--- src/rtl/fir_pkg.sv ---
// fir_pkg: shared defaults and loader state encoding for the fir filter family
package fir_pkg;

    localparam int FirDataWidth = 12;
    localparam int FirNTaps = 9;

    typedef enum logic [1:0] {
        IDLE,
        WAIT,
        SHIFT,
        DRAIN
    } loader_state_e;

endpackage

--- src/rtl/fir_coeff_bank.sv ---
// fir_coeff_bank: NCoeffs x DataWidth coefficient register file with flattened parallel read
module fir_coeff_bank
    import fir_pkg::*;
#(
    parameter int DataWidth = FirDataWidth,
    parameter int NCoeffs = (FirNTaps + 1) / 2,
    parameter int AddrWidth = $clog2(NCoeffs)
) (
    input  logic                          clk,
    input  logic                          rst,
    input  logic                          wr_en,
    input  logic [AddrWidth-1:0]          wr_addr,
    input  logic signed [DataWidth-1:0]   wr_data,
    output logic [NCoeffs*DataWidth-1:0]  rd_all
);

    logic [DataWidth-1:0] mem [NCoeffs];

    // Addresses at or beyond NCoeffs match no entry and are dropped
    always_ff @(posedge clk or posedge rst) begin
        if (rst) begin
            for (int k = 0; k < NCoeffs; k++) mem[k] <= '0;
        end else begin
            for (int k = 0; k < NCoeffs; k++)
                if (wr_en && wr_addr == AddrWidth'(k)) mem[k] <= wr_data;
        end
    end

    for (genvar i = 0; i < NCoeffs; i++) begin : g_rd
        assign rd_all[i*DataWidth +: DataWidth] = mem[i];
    end

endmodule

--- src/rtl/fir_coeff_loader.sv ---
// fir_coeff_loader: streams a snapshot of the coefficient bank bit-serially into the fir
// coefficient chain and gates the filter start so loads never overlap a MAC run
module fir_coeff_loader
    import fir_pkg::*;
#(
    parameter int DataWidth = FirDataWidth,
    parameter int NTaps = FirNTaps
) (
    input  logic                                 clk,
    input  logic                                 rst,
    input  logic                                 wr_en,
    input  logic [$clog2((NTaps + 1) / 2)-1:0]   wr_addr,
    input  logic signed [DataWidth-1:0]          wr_data,
    input  logic                                 load_req,
    input  logic                                 start_in,
    input  logic                                 fir_done,
    output logic                                 start_out,
    output logic                                 coeff_load_out,
    output logic                                 coeff_out,
    output logic                                 busy,
    output logic                                 load_done,
    output logic                                 start_dropped
);

    localparam int NCoeffs = (NTaps + 1) / 2;
    localparam int TotalBits = NCoeffs * DataWidth;
    localparam int CntWidth = $clog2(TotalBits);

    loader_state_e state;
    logic pending;
    logic fir_active;
    logic go_shift;
    logic [TotalBits-1:0] bank_flat;
    logic [TotalBits-1:0] snap;
    logic [CntWidth-1:0] cnt;

    fir_coeff_bank #(
        .DataWidth(DataWidth),
        .NCoeffs(NCoeffs)
    ) u_bank (
        .clk(clk),
        .rst(rst),
        .wr_en(wr_en),
        .wr_addr(wr_addr),
        .wr_data(wr_data),
        .rd_all(bank_flat)
    );

    // A done pulse frees the filter in the same cycle, so a start may pass alongside it
    assign start_out = !rst && start_in && state == IDLE && (!fir_active || fir_done);
    assign start_dropped = !rst && start_in && !start_out;
    assign busy = state != IDLE || pending;
    assign coeff_out = coeff_load_out & snap[TotalBits-1];
    assign go_shift = (state == IDLE) ? (pending && !fir_active && !start_in)
                                      : (state == WAIT && (!fir_active || fir_done));

    always_ff @(posedge clk or posedge rst) begin
        if (rst) begin
            state <= IDLE;
            pending <= 1'b0;
            fir_active <= 1'b0;
            snap <= '0;
            cnt <= '0;
            coeff_load_out <= 1'b0;
            load_done <= 1'b0;
        end else begin
            pending <= load_req || (pending && !go_shift);
            fir_active <= start_out || (fir_active && !fir_done);
            load_done <= 1'b0;
            if (go_shift) begin
                state <= SHIFT;
                snap <= bank_flat;
                cnt <= '0;
                coeff_load_out <= 1'b1;
            end else begin
                case (state)
                    IDLE: if (pending && fir_active) state <= WAIT;
                    SHIFT: begin
                        snap <= snap << 1;
                        cnt <= cnt + 1'b1;
                        if (cnt == CntWidth'(TotalBits - 1)) begin
                            state <= DRAIN;
                            coeff_load_out <= 1'b0;
                            load_done <= 1'b1;
                        end
                    end
                    DRAIN: state <= IDLE;
                    default: ;
                endcase
            end
        end
    end

endmodule

--- config.mk ---
export PLATFORM = sky130hd
export DESIGN_NAME = fir_coeff_loader
export DESIGN_NICKNAME = d
export VERILOG_FILES = /design/src/rtl/fir_pkg.sv /design/src/rtl/fir_coeff_bank.sv /design/src/rtl/fir_coeff_loader.sv
export SDC_FILE = /design/constraint.sdc
export NUM_CORES = 1
export LEC_CHECK = 0
export ABC_CLOCK_PERIOD_IN_PS = 4310
export CORE_ASPECT_RATIO = 2
export CORE_UTILIZATION = 45
export DETAILED_ROUTE_END_ITERATION = 8
export GPL_TIMING_DRIVEN = 0
export PLACE_DENSITY = 0.64
export SYNTH_ARGS = -nofsm -noshare
export SYNTH_HDL_FRONTEND = slang
export SYNTH_SLANG_ARGS = --single-unit
--- constraint.sdc ---
create_clock -name clk -period 4.31 [get_ports clk]
set_input_delay 1.0775 -clock clk [delete_from_list [all_inputs] [get_ports clk]]
set_output_delay 1.0775 -clock clk [all_outputs]
set_load 0.01 [all_outputs]
; ---- After elaboration in Yosys (flattened, before gate mapping)
; Index checks and enable logic that the tools add are counted.
[totals]
ff_bits = 132
in_bits = 21
output_inout_bits = 6
wordCells = 72
[classes]
n_addsub = 1
n_eq_ne = 10
muxes = 15
bitwise = 1
n_reduce_logical = 33
[op_table]
columns = cell, count
row1 = $mux W60, 2
row2 = $logic_and A1 B1 Y1, 15
row3 = $mux W6, 2
row4 = $mux W1, 7
row5 = $add A6 B1 Y6 const B, 1
row6 = $eq A3 B2 Y1 const B, 2
row7 = $eq A6 B6 Y1 const B, 1
row8 = $logic_not A1 Y1, 6
row9 = $mux W2, 3
row10 = $pmux W2 S3, 1
row11 = $reduce_bool A2 Y1, 3
row12 = $eq A2 B2 Y1 const B, 2
row13 = $logic_or A1 B1 Y1, 4
row14 = $reduce_bool A4 Y1, 1
row15 = $eq A3 B1 Y1 const B, 1
row16 = $eq A3 B3 Y1 const B, 1
row17 = $logic_not A3 Y1, 1
row18 = $ne A3 B2 Y1 const B, 1
row19 = $ne A3 B3 Y1 const B, 1
row20 = $reduce_and A3 Y1, 1
row21 = $eq A2 B1 Y1 const B, 1
row22 = $logic_not A2 Y1, 1
row23 = $reduce_and A2 Y1, 1
row24 = $and A1 B1 Y1, 1

; ---- Longest topological paths before layout
[logic_depth]
ltp_word = 7
mapped_depth = 6
ltp_nobuf = 4

; ---- Modules after synthesis
; Synthesis repeated with hierarchy kept, for this count alone.
[hier_totals]
hier_cells = 394
area_unflattened_um2 = 5505.3
[modules_own_cells]
columns = module, instances, cells_per_inst, area_per_inst_um2, seq_area_each_um2
row1 = fir_coeff_loader, 1, 263, 3208.1, 1801.7
row2 = fir_coeff_bank, 1, 131, 2297.2, 1501.4

; ---- Least setup slack after synthesis
; OpenSTA, ideal clock, no wires.
[synth_timing]
path_kind = input to output
startpoint = in rst
endpoint = out start_dropped
arrival_time_ns = 2.086
required_ns = 3.233
slack_ns = 1.146
path_stages = 3
path_buffers = 0
cell_sequence = or4b_2 -> a21oi_1 -> nor3b_1
[synth_between]
elab_chain_len = 6
[synth_rtl]
columns = item, line_no
row1 = start: declaration, fir_coeff_loader.sv:10  ; input logic rst,
row2 = $logic_not A1 Y1 (no line), -
row3 = $logic_and A1 B1 Y1 (3 in series), fir_coeff_loader.sv:50  ; assign start_out = !rst && start_in && state == IDLE && (!fir_active || fir_done);
row4 = named net start_out, fir_coeff_loader.sv:17  ; output logic start_out,
row5 = $logic_not A1 Y1, fir_coeff_loader.sv:51  ; assign start_dropped = !rst && start_in && !start_out;
row6 = $logic_and A1 B1 Y1, fir_coeff_loader.sv:51
row7 = end: declaration, fir_coeff_loader.sv:22  ; output logic start_dropped
; The timed path passes the listed nets, and every way through them passes these cells.

; ---- Worst setup path after layout
[layout_timing]
startpoint = in start_in
endpoint = out start_out
[layout_between]
elab_chain_len = 3
[layout_rtl]
columns = item, line_no
row1 = start: declaration, fir_coeff_loader.sv:15  ; input logic start_in,
row2 = $logic_and A1 B1 Y1 (3 in series), fir_coeff_loader.sv:50
row3 = end: declaration, fir_coeff_loader.sv:17
; Every way passes these cells.

==> metrics.md <==
| Metric | Value |
|---|---|
| Outcome | complete, but fails checks |
| Failing checks | design-rule violations |
| Highest clock rate | 248 MHz |
| Leak Pwr | between 3 and 4 nW |
| Power Density | between 400 and 500 mW/mm^2 |
| Total GRT Usage | a little over a fifth |
| Crit path launch type | input pin |
| Most Used Layer, Global Route | met2 |
| Syn-to-layout area delta | 19.0% |
| # setup viols final | 0 |
| GRT Residual Overflow | 0 |
| Final ANT Viol Nets | 0 |
| GPL Wtd Cong | around 0.80 |
| Vias in the first global route | between 4k and 5k |
| Final period utilization | 93.7% |
| Synth Area in Compound Gates | 15.1% |
| Max VDD drop | 0.289 mV |
| Worst-Margin Slew | ~0.66 ns |
| Register area share after synthesis | a little over half |
| First-pass GRT wire length | around 23000 um |
| Synth Area in Simple Gates | between 7 and 8% |
| Synth Cell Area | a little over 0.006 mm^2 |
| Vias per cell | just over 6 |
| Clock slew at reported path FFs | about 0.05 ns |
| Cts hold-fix bufs | 0 |
| Critical Path End Type | output port |
| Worst Path Max Fanout | 4 |
| Synth Area in Adders | 0.207% |
| Post-Synthesis Cells | a little under 500 |
| CTS Buf Count | 17 |
| Post-synth ARST share | 100% |
| Combinational group share of total power | about 6.7% |
| Switching pwr | 696 uW |
| Leading area contributor after synthesis | dfrtp_1 |
| Skew final | between 0.009 and 0.01 ns |
| Most frequent cells in the layout | dfrtp_1 (132), mux2_2 (60), nor2_1 (47) |
| Worst Setup SP | start_in |
| Met1 Usage GRT | 24.2% |
| Yosys cell types | 42 |
| Drt wl/cell | roughly 20 um |
| Slew Limit Headroom | a little under three fifths |
| Worst Hold Class | register to register |
| CTS tree | done |
| Area occupied by multi-input gates | 0.00251 mm^2 |
| R2r endpoint | snap[24] |
| DR DRC count | 6 |
| Fillcell total | between 1k and 1.5k |
| Register Area | 0.00330 mm^2 |
| Final Routed Wirelength | 14200 um |
| Reg-to-reg critical path startpoint | state[1] |
| Chip width | 84.0 um |
| Die footprint | around 0.014 mm^2 |
| Iteration-0 DRC Markers | 193 |
| Clock sinks | 132 |
| Max-cap violations | 0 |
| Via count | roughly 4.2k |
| Crit Path Class | input pin to output port |
| Io pins | 27 |
| Commonest non-fill, non-tap cell in the layout | dfrtp_1 |
| Final net count | 556 |
| Htree depth | 4 |
| Multiplexer share of the synthesized area | 18.8% |
| Xor/xnor cell area share of the yosys netlist | less than 1% |
| Initial Util | about 46% |
| Sw frac | between 20 and 25% |
| Dpl hpwl | about 10000 um |
| Critical Path AT | ~3.0 ns |
| GR Util met2 | between 30% and 40% |
| Main synth FF type | dfrtp_1 |
| Worst skew pair latency | 0.41 ns |
| RSZ-0062 raised after global routing | no |
| Core area | approximately 0.013 mm^2 |
| Met3 usage | slightly above 4% |
| Final Max Slew Viols | 0 |
| ANT cells | 0 |
| Max Buffers Root-to-Sink | 2 |
| Die Ht | 166 um |
| Int Pwr | about 2.4 mW |
| Initial antenna violation count | 0 |
| Num rows | 59 |
| Clock group share of total power | between 40% and 50% |
| Reg2reg path depth | 6 |
| Final Hold Viols | 0 |
| Flop and latch count out of synthesis | 132 |
| 1st-pass router iterations | 8 |
| Largest family of logic cells by synthesized area | multiplexers |
| Mean Syn Cell Area | roughly 12 um^2 |
| Sequential power share | approximately 46% |
| Total Negative Setup Slacks | 0 ns |
| Tmin final | 4.04 ns |
| Setup bufs post-CTS | 0 |
| Largest net degree at the start of global routing | 33 |
| Final instance area | just over 0.007 mm^2 |
| Syn Nets | about 510 |
| Synth top area cells | dfrtp_1 (55%), mux2_2 (11%), mux2i_1 (7.6%) |
| Post-DP Area | 0.00660 mm^2 |
| Worst Setup EP | start_out |
| Post_cts resized | 0 |
| Number of synthesized flops with an enable pin | 0 |
| Yosys warns | 0 |
| Area share of the largest cell type after synthesis | 54.5% |
| Root buf cell | clkbuf_16 |
| Layout cells sized above 1 | 23.2% |
| CP required | roughly 3.2 ns |
| Reg2Reg Setup Slack | about 2.4 ns |
| IO Port Bufs | 26 |
critical path: stages:
cell and delay (ns):
clkdlybuf4s50_1 0.53, or4b_2 0.61, a21oi_1 0.18, clkdlybuf4s50_1 0.56
power groups by stage:
stage	sequential (mW)	clock, mW	combinational (mW)
finish	1.43	1.48	0.210
global route	1.44	1.56	0.232
CTS	1.43	1.51	0.215
detailed placement	1.45	0	0.214
global placement	1.44	0	0.196
floorplan	1.43	0	0.145
registers in the layout, indices dropped and copies added, names as in the netlist:
signal and flops:
snap 60, u_bank.rd_all 60, cnt 6, state 2
coeff_load_out 1, fir_active 1, load_done 1, pending 1
per-layer routing:
layer	vias up	wire (um)	part of all wire, %
met3	18	446	3.1
met2	107	7740	54
li1	1937	-	-
met4	0	322	2.3
met1	2166	5730	40
met5	-	0	0
worst min-delay path by stage:
stage                     slack (ns)  cells after the start         startpoint                to
after CTS                       0.50                      1  u_bank.rd_all[42]          snap[42]
after detailed placement        0.49                      1  u_bank.rd_all[28]          snap[28]
final                           0.50                      1  u_bank.rd_all[42]          snap[42]
after global routing            0.51                      1  u_bank.rd_all[42]          snap[42]
after floorplan                 0.47                      1   u_bank.rd_all[0]  u_bank.rd_all[0]
after global placement          0.48                      1  u_bank.rd_all[36]          snap[36]
through the flow:
step	power [mW]	setup slack (ns)	util [%]	hold slack, ns	std cells
2_1_floorplan	1.57	1.15	-	0.473	485
3_3_place_gp	1.64	0.327	49.8	0.484	663
3_5_place_dp	1.66	0.270	50.5	0.491	667
4_1_cts	3.15	0.271	55.2	0.504	699
5_1_grt	3.23	0.208	55.2	0.513	699
6_report	3.12	0.273	55.2	0.502	699
logic make-up (layout without fill, tap and decap cells):
group,after synthesis,after routing
simple gates,91,91
xor+xnor,2,2
buf+inv,47,109
mux,106,106
flops,132,132
fa+ha+maj,1,1
compound gates,106,106
final cells by class:
class	instances	share of cell area (%)
inverters	7	0.416
plain buffers	40	3.05
clock buffers	20	6.33
multi-input cells	306	34.8
well taps	152	2.64
flip-flops and latches	132	45.8
repair buffers	30	4.82
clock inverters	12	2.15
cells in the mapped netlist, types with 4 or more instances:
cell type,instances
inv_1,6
buf_6,6
mux2_2,60
nor2_1,47
o21ai_0,5
a22oi_1,15
a21oi_1,4
clkbuf_1,10
buf_1,4
buf_2,19
o2111ai_1,14
a221o_1,45
nand2_1,19
o211ai_1,15
dfrtp_1,132
mux2i_1,46
(Power assumes the default switching activity.)
